[src/rtl/instr_encoder.sv]
// Streaming instruction encoder and program loader.
// Accepts (mnemonic, operand) beats over valid/ready, checks each operand
// against the opcode map and writes the packed 8-bit word to sequential
// instruction-memory addresses starting at base_addr.
//
// state | meaning
// ------+---------------------------------------------------------------
// IDLE  | no session since reset; waiting for start
// RUN   | session active; beats accepted and written one per cycle
// DONE  | HALT written; done held until the next start
// ERR   | session aborted (bad mnemonic, bad operand, address overflow)

module instr_encoder #(
    parameter int ADDR_W = 8
) (
    input  logic              clk,
    input  logic              rst_n,
    input  logic              start,
    input  logic [ADDR_W-1:0] base_addr,
    input  logic              in_valid,
    output logic              in_ready,
    input  logic [4:0]        in_mnem,
    input  logic [7:0]        in_operand,
    output logic              imem_we,
    output logic [ADDR_W-1:0] imem_addr,
    output logic [7:0]        imem_wdata,
    output logic              busy,
    output logic              done,
    output logic              err,
    output logic [1:0]        err_code,
    output logic [ADDR_W:0]   count
);

    typedef enum logic [1:0] {
        S_IDLE = 2'd0,
        S_RUN  = 2'd1,
        S_DONE = 2'd2,
        S_ERR  = 2'd3
    } state_t;

    // Mnemonic indices as presented on in_mnem.
    localparam logic [4:0] M_ADD  = 5'd0;
    localparam logic [4:0] M_ADDC = 5'd1;
    localparam logic [4:0] M_SUB  = 5'd2;
    localparam logic [4:0] M_SUBC = 5'd3;
    localparam logic [4:0] M_LSL  = 5'd4;
    localparam logic [4:0] M_LSLC = 5'd5;
    localparam logic [4:0] M_LSR  = 5'd6;
    localparam logic [4:0] M_LSRC = 5'd7;
    localparam logic [4:0] M_ASR  = 5'd8;
    localparam logic [4:0] M_NEG  = 5'd9;
    localparam logic [4:0] M_AND  = 5'd10;
    localparam logic [4:0] M_OR   = 5'd11;
    localparam logic [4:0] M_CMP  = 5'd12;
    localparam logic [4:0] M_LW   = 5'd13;
    localparam logic [4:0] M_SW   = 5'd14;
    localparam logic [4:0] M_ALW  = 5'd15;
    localparam logic [4:0] M_ASW  = 5'd16;
    localparam logic [4:0] M_HALT = 5'd17;
    localparam logic [4:0] M_IMME = 5'd18;
    localparam logic [4:0] M_BLT  = 5'd19;
    localparam logic [4:0] M_BNE  = 5'd20;

    localparam logic [1:0] E_NONE = 2'b00;
    localparam logic [1:0] E_MNEM = 2'b01;
    localparam logic [1:0] E_OPND = 2'b10;
    localparam logic [1:0] E_OVFL = 2'b11;

    localparam logic [ADDR_W-1:0] ADDR_ONE = 1;
    localparam logic [ADDR_W-1:0] ADDR_TOP = '1;
    localparam logic [ADDR_W:0]   CNT_ONE  = 1;

    state_t            state_q, state_d;
    logic [ADDR_W-1:0] addr_q, addr_d;
    logic [ADDR_W:0]   count_q, count_d;
    logic              we_q, we_d;
    logic [ADDR_W-1:0] waddr_q, waddr_d;
    logic [7:0]        wdata_q, wdata_d;
    logic              done_q, done_d;
    logic              err_q, err_d;
    logic [1:0]        code_q, code_d;

    logic [7:0]        enc_word;
    logic              mnem_ok;
    logic              opnd_ok;
    logic              is_halt;
    logic              reg_ok;
    logic              bit_ok;
    logic              imm_ok;
    logic              br_ok;
    logic              fire;

    // Operand range classes shared by several mnemonics.
    always_comb begin
        reg_ok = (in_operand[7:3] == 5'd0);
        bit_ok = (in_operand[7:1] == 7'd0);
        imm_ok = (in_operand[7:6] == 2'd0);
        // -16..15 in two's complement: top nibble all zeros or all ones.
        br_ok  = (in_operand[7:4] == 4'h0) || (in_operand[7:4] == 4'hF);
    end

    // Opcode map: packed word plus mnemonic/operand legality for the current beat.
    always_comb begin
        enc_word = 8'h00;
        mnem_ok  = 1'b1;
        opnd_ok  = 1'b1;
        is_halt  = 1'b0;
        case (in_mnem)
            M_ADD, M_ADDC, M_SUB, M_SUBC, M_LSL, M_LSLC,
            M_LSR, M_LSRC, M_ASR, M_NEG, M_AND, M_OR: begin
                // These mnemonic indices equal their 5-bit opcodes.
                enc_word = {in_mnem, in_operand[2:0]};
                opnd_ok  = reg_ok;
            end
            M_CMP: begin
                enc_word = {5'b01110, in_operand[2:0]};
                // CMP r0 would encode as 0x70, which is HALT.
                opnd_ok  = reg_ok && (in_operand[2:0] != 3'd0);
            end
            M_LW: begin
                enc_word = {5'b01101, in_operand[2:0]};
                opnd_ok  = reg_ok;
            end
            M_SW: begin
                enc_word = {5'b01100, in_operand[2:0]};
                opnd_ok  = reg_ok;
            end
            M_ALW: begin
                enc_word = {7'b0111110, in_operand[0]};
                opnd_ok  = bit_ok;
            end
            M_ASW: begin
                enc_word = {7'b0111111, in_operand[0]};
                opnd_ok  = bit_ok;
            end
            M_HALT: begin
                enc_word = 8'h70;
                is_halt  = 1'b1;
            end
            M_IMME: begin
                enc_word = {2'b10, in_operand[5:0]};
                opnd_ok  = imm_ok;
            end
            M_BLT: begin
                enc_word = {3'b110, in_operand[4:0]};
                opnd_ok  = br_ok;
            end
            M_BNE: begin
                enc_word = {3'b111, in_operand[4:0]};
                opnd_ok  = br_ok;
            end
            default: begin
                mnem_ok = 1'b0;
                opnd_ok = 1'b0;
            end
        endcase
    end

    assign fire = in_valid && (state_q == S_RUN);

    // Next state and next values of the session registers and write port.
    always_comb begin
        state_d = state_q;
        addr_d  = addr_q;
        count_d = count_q;
        we_d    = 1'b0;
        waddr_d = waddr_q;
        wdata_d = wdata_q;
        done_d  = done_q;
        err_d   = err_q;
        code_d  = code_q;
        case (state_q)
            S_IDLE, S_DONE, S_ERR: begin
                if (start) begin
                    state_d = S_RUN;
                    addr_d  = base_addr;
                    count_d = '0;
                    done_d  = 1'b0;
                    err_d   = 1'b0;
                    code_d  = E_NONE;
                end
            end
            S_RUN: begin
                if (fire) begin
                    if (!mnem_ok) begin
                        state_d = S_ERR;
                        err_d   = 1'b1;
                        code_d  = E_MNEM;
                    end else if (!opnd_ok) begin
                        state_d = S_ERR;
                        err_d   = 1'b1;
                        code_d  = E_OPND;
                    end else begin
                        we_d    = 1'b1;
                        waddr_d = addr_q;
                        wdata_d = enc_word;
                        count_d = count_q + CNT_ONE;
                        if (is_halt) begin
                            state_d = S_DONE;
                            done_d  = 1'b1;
                        end else if (addr_q == ADDR_TOP) begin
                            // Last word fits, but the next one would wrap.
                            state_d = S_ERR;
                            err_d   = 1'b1;
                            code_d  = E_OVFL;
                        end else begin
                            addr_d = addr_q + ADDR_ONE;
                        end
                    end
                end
            end
            default: state_d = S_IDLE;
        endcase
    end

    // FSM state register.
    always_ff @(posedge clk or negedge rst_n) begin
        if (!rst_n) begin
            state_q <= S_IDLE;
        end else begin
            state_q <= state_d;
        end
    end

    // Session registers and registered write port; reset drops any pending write.
    always_ff @(posedge clk or negedge rst_n) begin
        if (!rst_n) begin
            addr_q  <= '0;
            count_q <= '0;
            we_q    <= 1'b0;
            waddr_q <= '0;
            wdata_q <= 8'h00;
            done_q  <= 1'b0;
            err_q   <= 1'b0;
            code_q  <= E_NONE;
        end else begin
            addr_q  <= addr_d;
            count_q <= count_d;
            we_q    <= we_d;
            waddr_q <= waddr_d;
            wdata_q <= wdata_d;
            done_q  <= done_d;
            err_q   <= err_d;
            code_q  <= code_d;
        end
    end

    assign in_ready   = (state_q == S_RUN);
    assign busy       = (state_q == S_RUN);
    assign imem_we    = we_q;
    assign imem_addr  = waddr_q;
    assign imem_wdata = wdata_q;
    assign done       = done_q;
    assign err        = err_q;
    assign err_code   = code_q;
    assign count      = count_q;

endmodule
[config.mk]
export PLATFORM = sky130hd
export DESIGN_NAME = instr_encoder
export DESIGN_NICKNAME = d
export VERILOG_FILES = /design/src/rtl/instr_encoder.sv
export SDC_FILE = /design/constraint.sdc
export NUM_CORES = 1
export LEC_CHECK = 0
export CAP_MARGIN = 5
export CORE_ASPECT_RATIO = 1.2
export CORE_MARGIN = 5
export CORE_UTILIZATION = 49
export CTS_CLUSTER_SIZE = 30
export DETAILED_ROUTE_END_ITERATION = 10
export GPL_ROUTABILITY_DRIVEN = 0
export GPL_TIMING_DRIVEN = 0
export PLACE_DENSITY_LB_ADDON = 0.08
export SLEW_MARGIN = 30
export SYNTH_ARGS = -nofsm -noshare
export SYNTH_HDL_FRONTEND = slang
export SYNTH_SLANG_ARGS = --single-unit
[constraint.sdc]
create_clock -name clk -period 2.8 [get_ports clk]
set_input_delay 0.42 -clock clk [delete_from_list [all_inputs] [get_ports clk]]
set_output_delay 0.42 -clock clk [all_outputs]
set_load 0.02 [all_outputs]
==> results by group <==
Run status
  • Outcome: finished, final reports clean

Critical path
  • Reg2reg setup slack: 400 ps
  • CP startpoint: in_operand[4]
  • Slowest cell on crit path: or4_4
  • Reg2reg path depth: 7
  • CP Max Fanout: 10
  • CP Data Required Time: 2970 ps
  • Crit path DAT: 2840 ps
  • Critical path depth in cells: 8
  • Reg2Reg Launch Point: addr_q[0]$_DFFE_PN0P_
  • Crit path max-delay family: compound AO/OA/AOI/OAI gates
  • WS Path Type: primary input to register
  • Largest stage delay on the critical path: 610 ps
  • R2R Path End: addr_q[3]$_DFFE_PN0P_
  • CP Capture Type: register
  • Buf+Inv Stages, Crit Path: 2
  • CP Cell Sequence: clkdlybuf4s50_1, or4_4, a311oi_4, o31ai_4, a31oi_4, nand2_4, buf_6, mux2_4
  • Setup crit start kind: primary input

Route
  • Remaining antenna violation count after routing: 0
  • Total iterations of the first detailed-routing run: 4
  • Post-DR wirelength/cell: 16.4 µm
  • Vias: 2,112
  • Routed wire length: 5.92 mm
  • DRC violations left: 0
  • Routed vias/inst: 5.85
  • First DRT Iteration DRCs: 108

Synthesis
  • Synth Register Bits: 40
  • Netlist cell types: 49
  • Post-synth EDFFs: 0
  • Syn_nets: 263
  • Mapped Area: 0.00231 mm²
  • Synth Warn #: 0
  • Ys async rst share: 1.00
  • Post-synthesis average cell area: 9.79 µm²
  • Sequential element share of the synthesized area: 0.433
  • Ys flop type: dfrtp_1
  • Gate Count Post-Synth: 236

Flow run
  • Max-cap violations: 0

Finish
  • Area of the multi-input gates: 0.00125 mm²
  • Layout area overhead: 35.2%
  • FF/Latch Area: 0.00100 mm²
  • Most frequent cells in the layout: clkdlybuf4s50_1, dfrtp_1, a21oi_1, nor2_1, o21ai_0
  • Fin area: 0.00312 mm²
  • Diode count: 0
  • Commonest non-fill, non-tap cell in the layout: clkdlybuf4s50_1
  • Post-Layout Cell Count: 361
  • Share of post-route cells with drive strength above 1: 0.155
  • Fill cell count: 425
  • NumNets Final: 329

Worst hold path
  • Type of the tightest min-delay check: primary input to async pin

Global routing
  • Vias in the first global route: 2,076
  • First-pass GRT wire length: 9.81 mm
  • GRT overflow: 0
  • GRT busiest layer: met2
  • Largest net degree at the start of global routing: 23
  • Met1 GRT Util: 0.241
  • Met3 Resource Use GR: 0.0391
  • Met2 Use GR: 0.347
  • GRT Resource Usage Total: 0.196
  • Initial antenna violation count: 0

Timing
  • Setup TNS: 0 ps
  • Slew margin rel.: 0.651
  • Slew Limit Fails: 0
  • Crit share post-route: 0.953
  • Setup Skew: 6.63 ps
  • Actual slew at the worst max-slew pin: 518 ps
  • Unrepaired setup endpoints after global routing: false
  • Setup Viol. Count Final: 0
  • Post-route minimum period: 2670 ps
  • FMAX: 375 MHz
  • Endpoints failing hold: 0

Clock network
  • Clock Latency Late Sink: 290 ps
  • Bufs on Longest Clock Path: 2
  • CTS tree: yes
  • Clk sinks: 40
  • Root Driver: clkbuf_8
  • H-tree depth: 2
  • Worst-path clk slew: 80 ps
  • CTS Hold Bufs: 0
  • Number of CTS-inserted buffers: 5

Place
  • Dpl cells: 350
  • Placement Cell Area: 0.00296 mm²
  • Hpwl dp: 4.36 mm
  • PortBufs: 55

Pwr
  • Peak supply drop: 434 µV
  • Leakage Power: 1.29 nW
  • PwrDens: 732 mW/mm²
  • Post-layout power: 0.00229 W

Die
  • Die X: 72.7 µm
  • Top Ports: 57
  • CORE AREA: 0.00459 mm²
  • Die height: 85.2 µm
  • Die Area: 0.00619 mm²
  • Starting density of the core: 0.503
  • Std cell rows: 27
==> synthesized netlist by cell type, types with 4 or more instances <==
cell type / n / area share
a211oi_1: 5 / 0.016
dfrtp_1: 40 / 0.43
nand3_1: 6 / 0.013
clkbuf_1: 10 / 0.016
a311oi_1: 4 / 0.015
mux2_4: 8 / 0.052
nor3_1: 5 / 0.011
and4_1: 4 / 0.015
o22ai_1: 4 / 0.011
nand2b_1: 6 / 0.016
a31oi_1: 4 / 0.011
nand4_1: 6 / 0.016
a21oi_1: 17 / 0.037
nor2b_1: 6 / 0.016
o21ai_0: 13 / 0.028
nand2_1: 12 / 0.020
mux2_2: 8 / 0.039
inv_1: 10 / 0.016
a21o_1: 4 / 0.013
nor2_1: 17 / 0.028
==> layout make-up <==
cell class,instances,area share
Multi-Input combinational cell,172,0.402
Sequential cell,40,0.321
Timing Repair Buffer,59,0.191
Clock buffer,7,0.0277
Tap cell,58,0.0232
Buffer,14,0.0216
Inverter,10,0.0120
Clock inverter,1,0.00240
==> kinds of logic (layout without fill, tap and decap cells) <==
family / Yosys count / count (layout) / synth area share
simple gates: 75 / 75 / 0.177
compound gates: 76 / 76 / 0.230
fa+ha+maj: 2 / 2 / 0.0108
mux: 19 / 19 / 0.104
buf+inv: 24 / 91 / 0.0450
flops: 40 / 40 / 0.433
==> timing repair <==
action,in CTS,in global routing
buffers inserted,0,3
pin swaps,1,1
endpoints found under the hold margin,0,0
resized for setup,1,7
setup endpoints to repair,8,11
==> layer usage <==
metal  part of all wire  vias to the layer above
met2               0.53                       68
met1               0.40                     1031
met3              0.062                        5
met5                  0                        -
li1                   -                     1008
met4             0.0088                        0
==> power by group <==
| part | switching [W] | leakage, nW | internal [W] |
|---|---|---|---|
| logic | 0.000480 | 0.760 | 0.000526 |
| clock network | 0.000204 | 0.0445 | 0.000200 |
| registers | 0.000126 | 0.484 | 0.000749 |
==> stage by stage <==
stage,worst slack [ps],util,hold WS [ps]
final,131,0.679,85.2
after global routing,38.3,0.679,124
after CTS,23.5,0.665,96.5
after detailed placement,-326,0.643,410
after global placement,-248,0.638,479
after floorplan,411,-,124
==> flip-flops by register name, summed over array words and instances, names as in the netlist <==
signal and cells:
count 9, addr_q 8, imem_addr 8, imem_wdata 8, err_code 2, state_q 2, done 1, err 1
imem_we 1
==> worst max path at each step <==
stage	to	slack [ps]
after floorplan	imem_addr[0]$_DFFE_PN0P_	410
after global placement	imem_wdata[4]$_DFFE_PN0P_	-250
after detailed placement	imem_wdata[5]$_DFFE_PN0P_	-330
after CTS	imem_wdata[4]$_DFFE_PN0P_	20
after global routing	addr_q[3]$_DFFE_PN0P_	40
final	imem_wdata[3]$_DFFE_PN0P_	130
(Power assumes the default switching activity.)
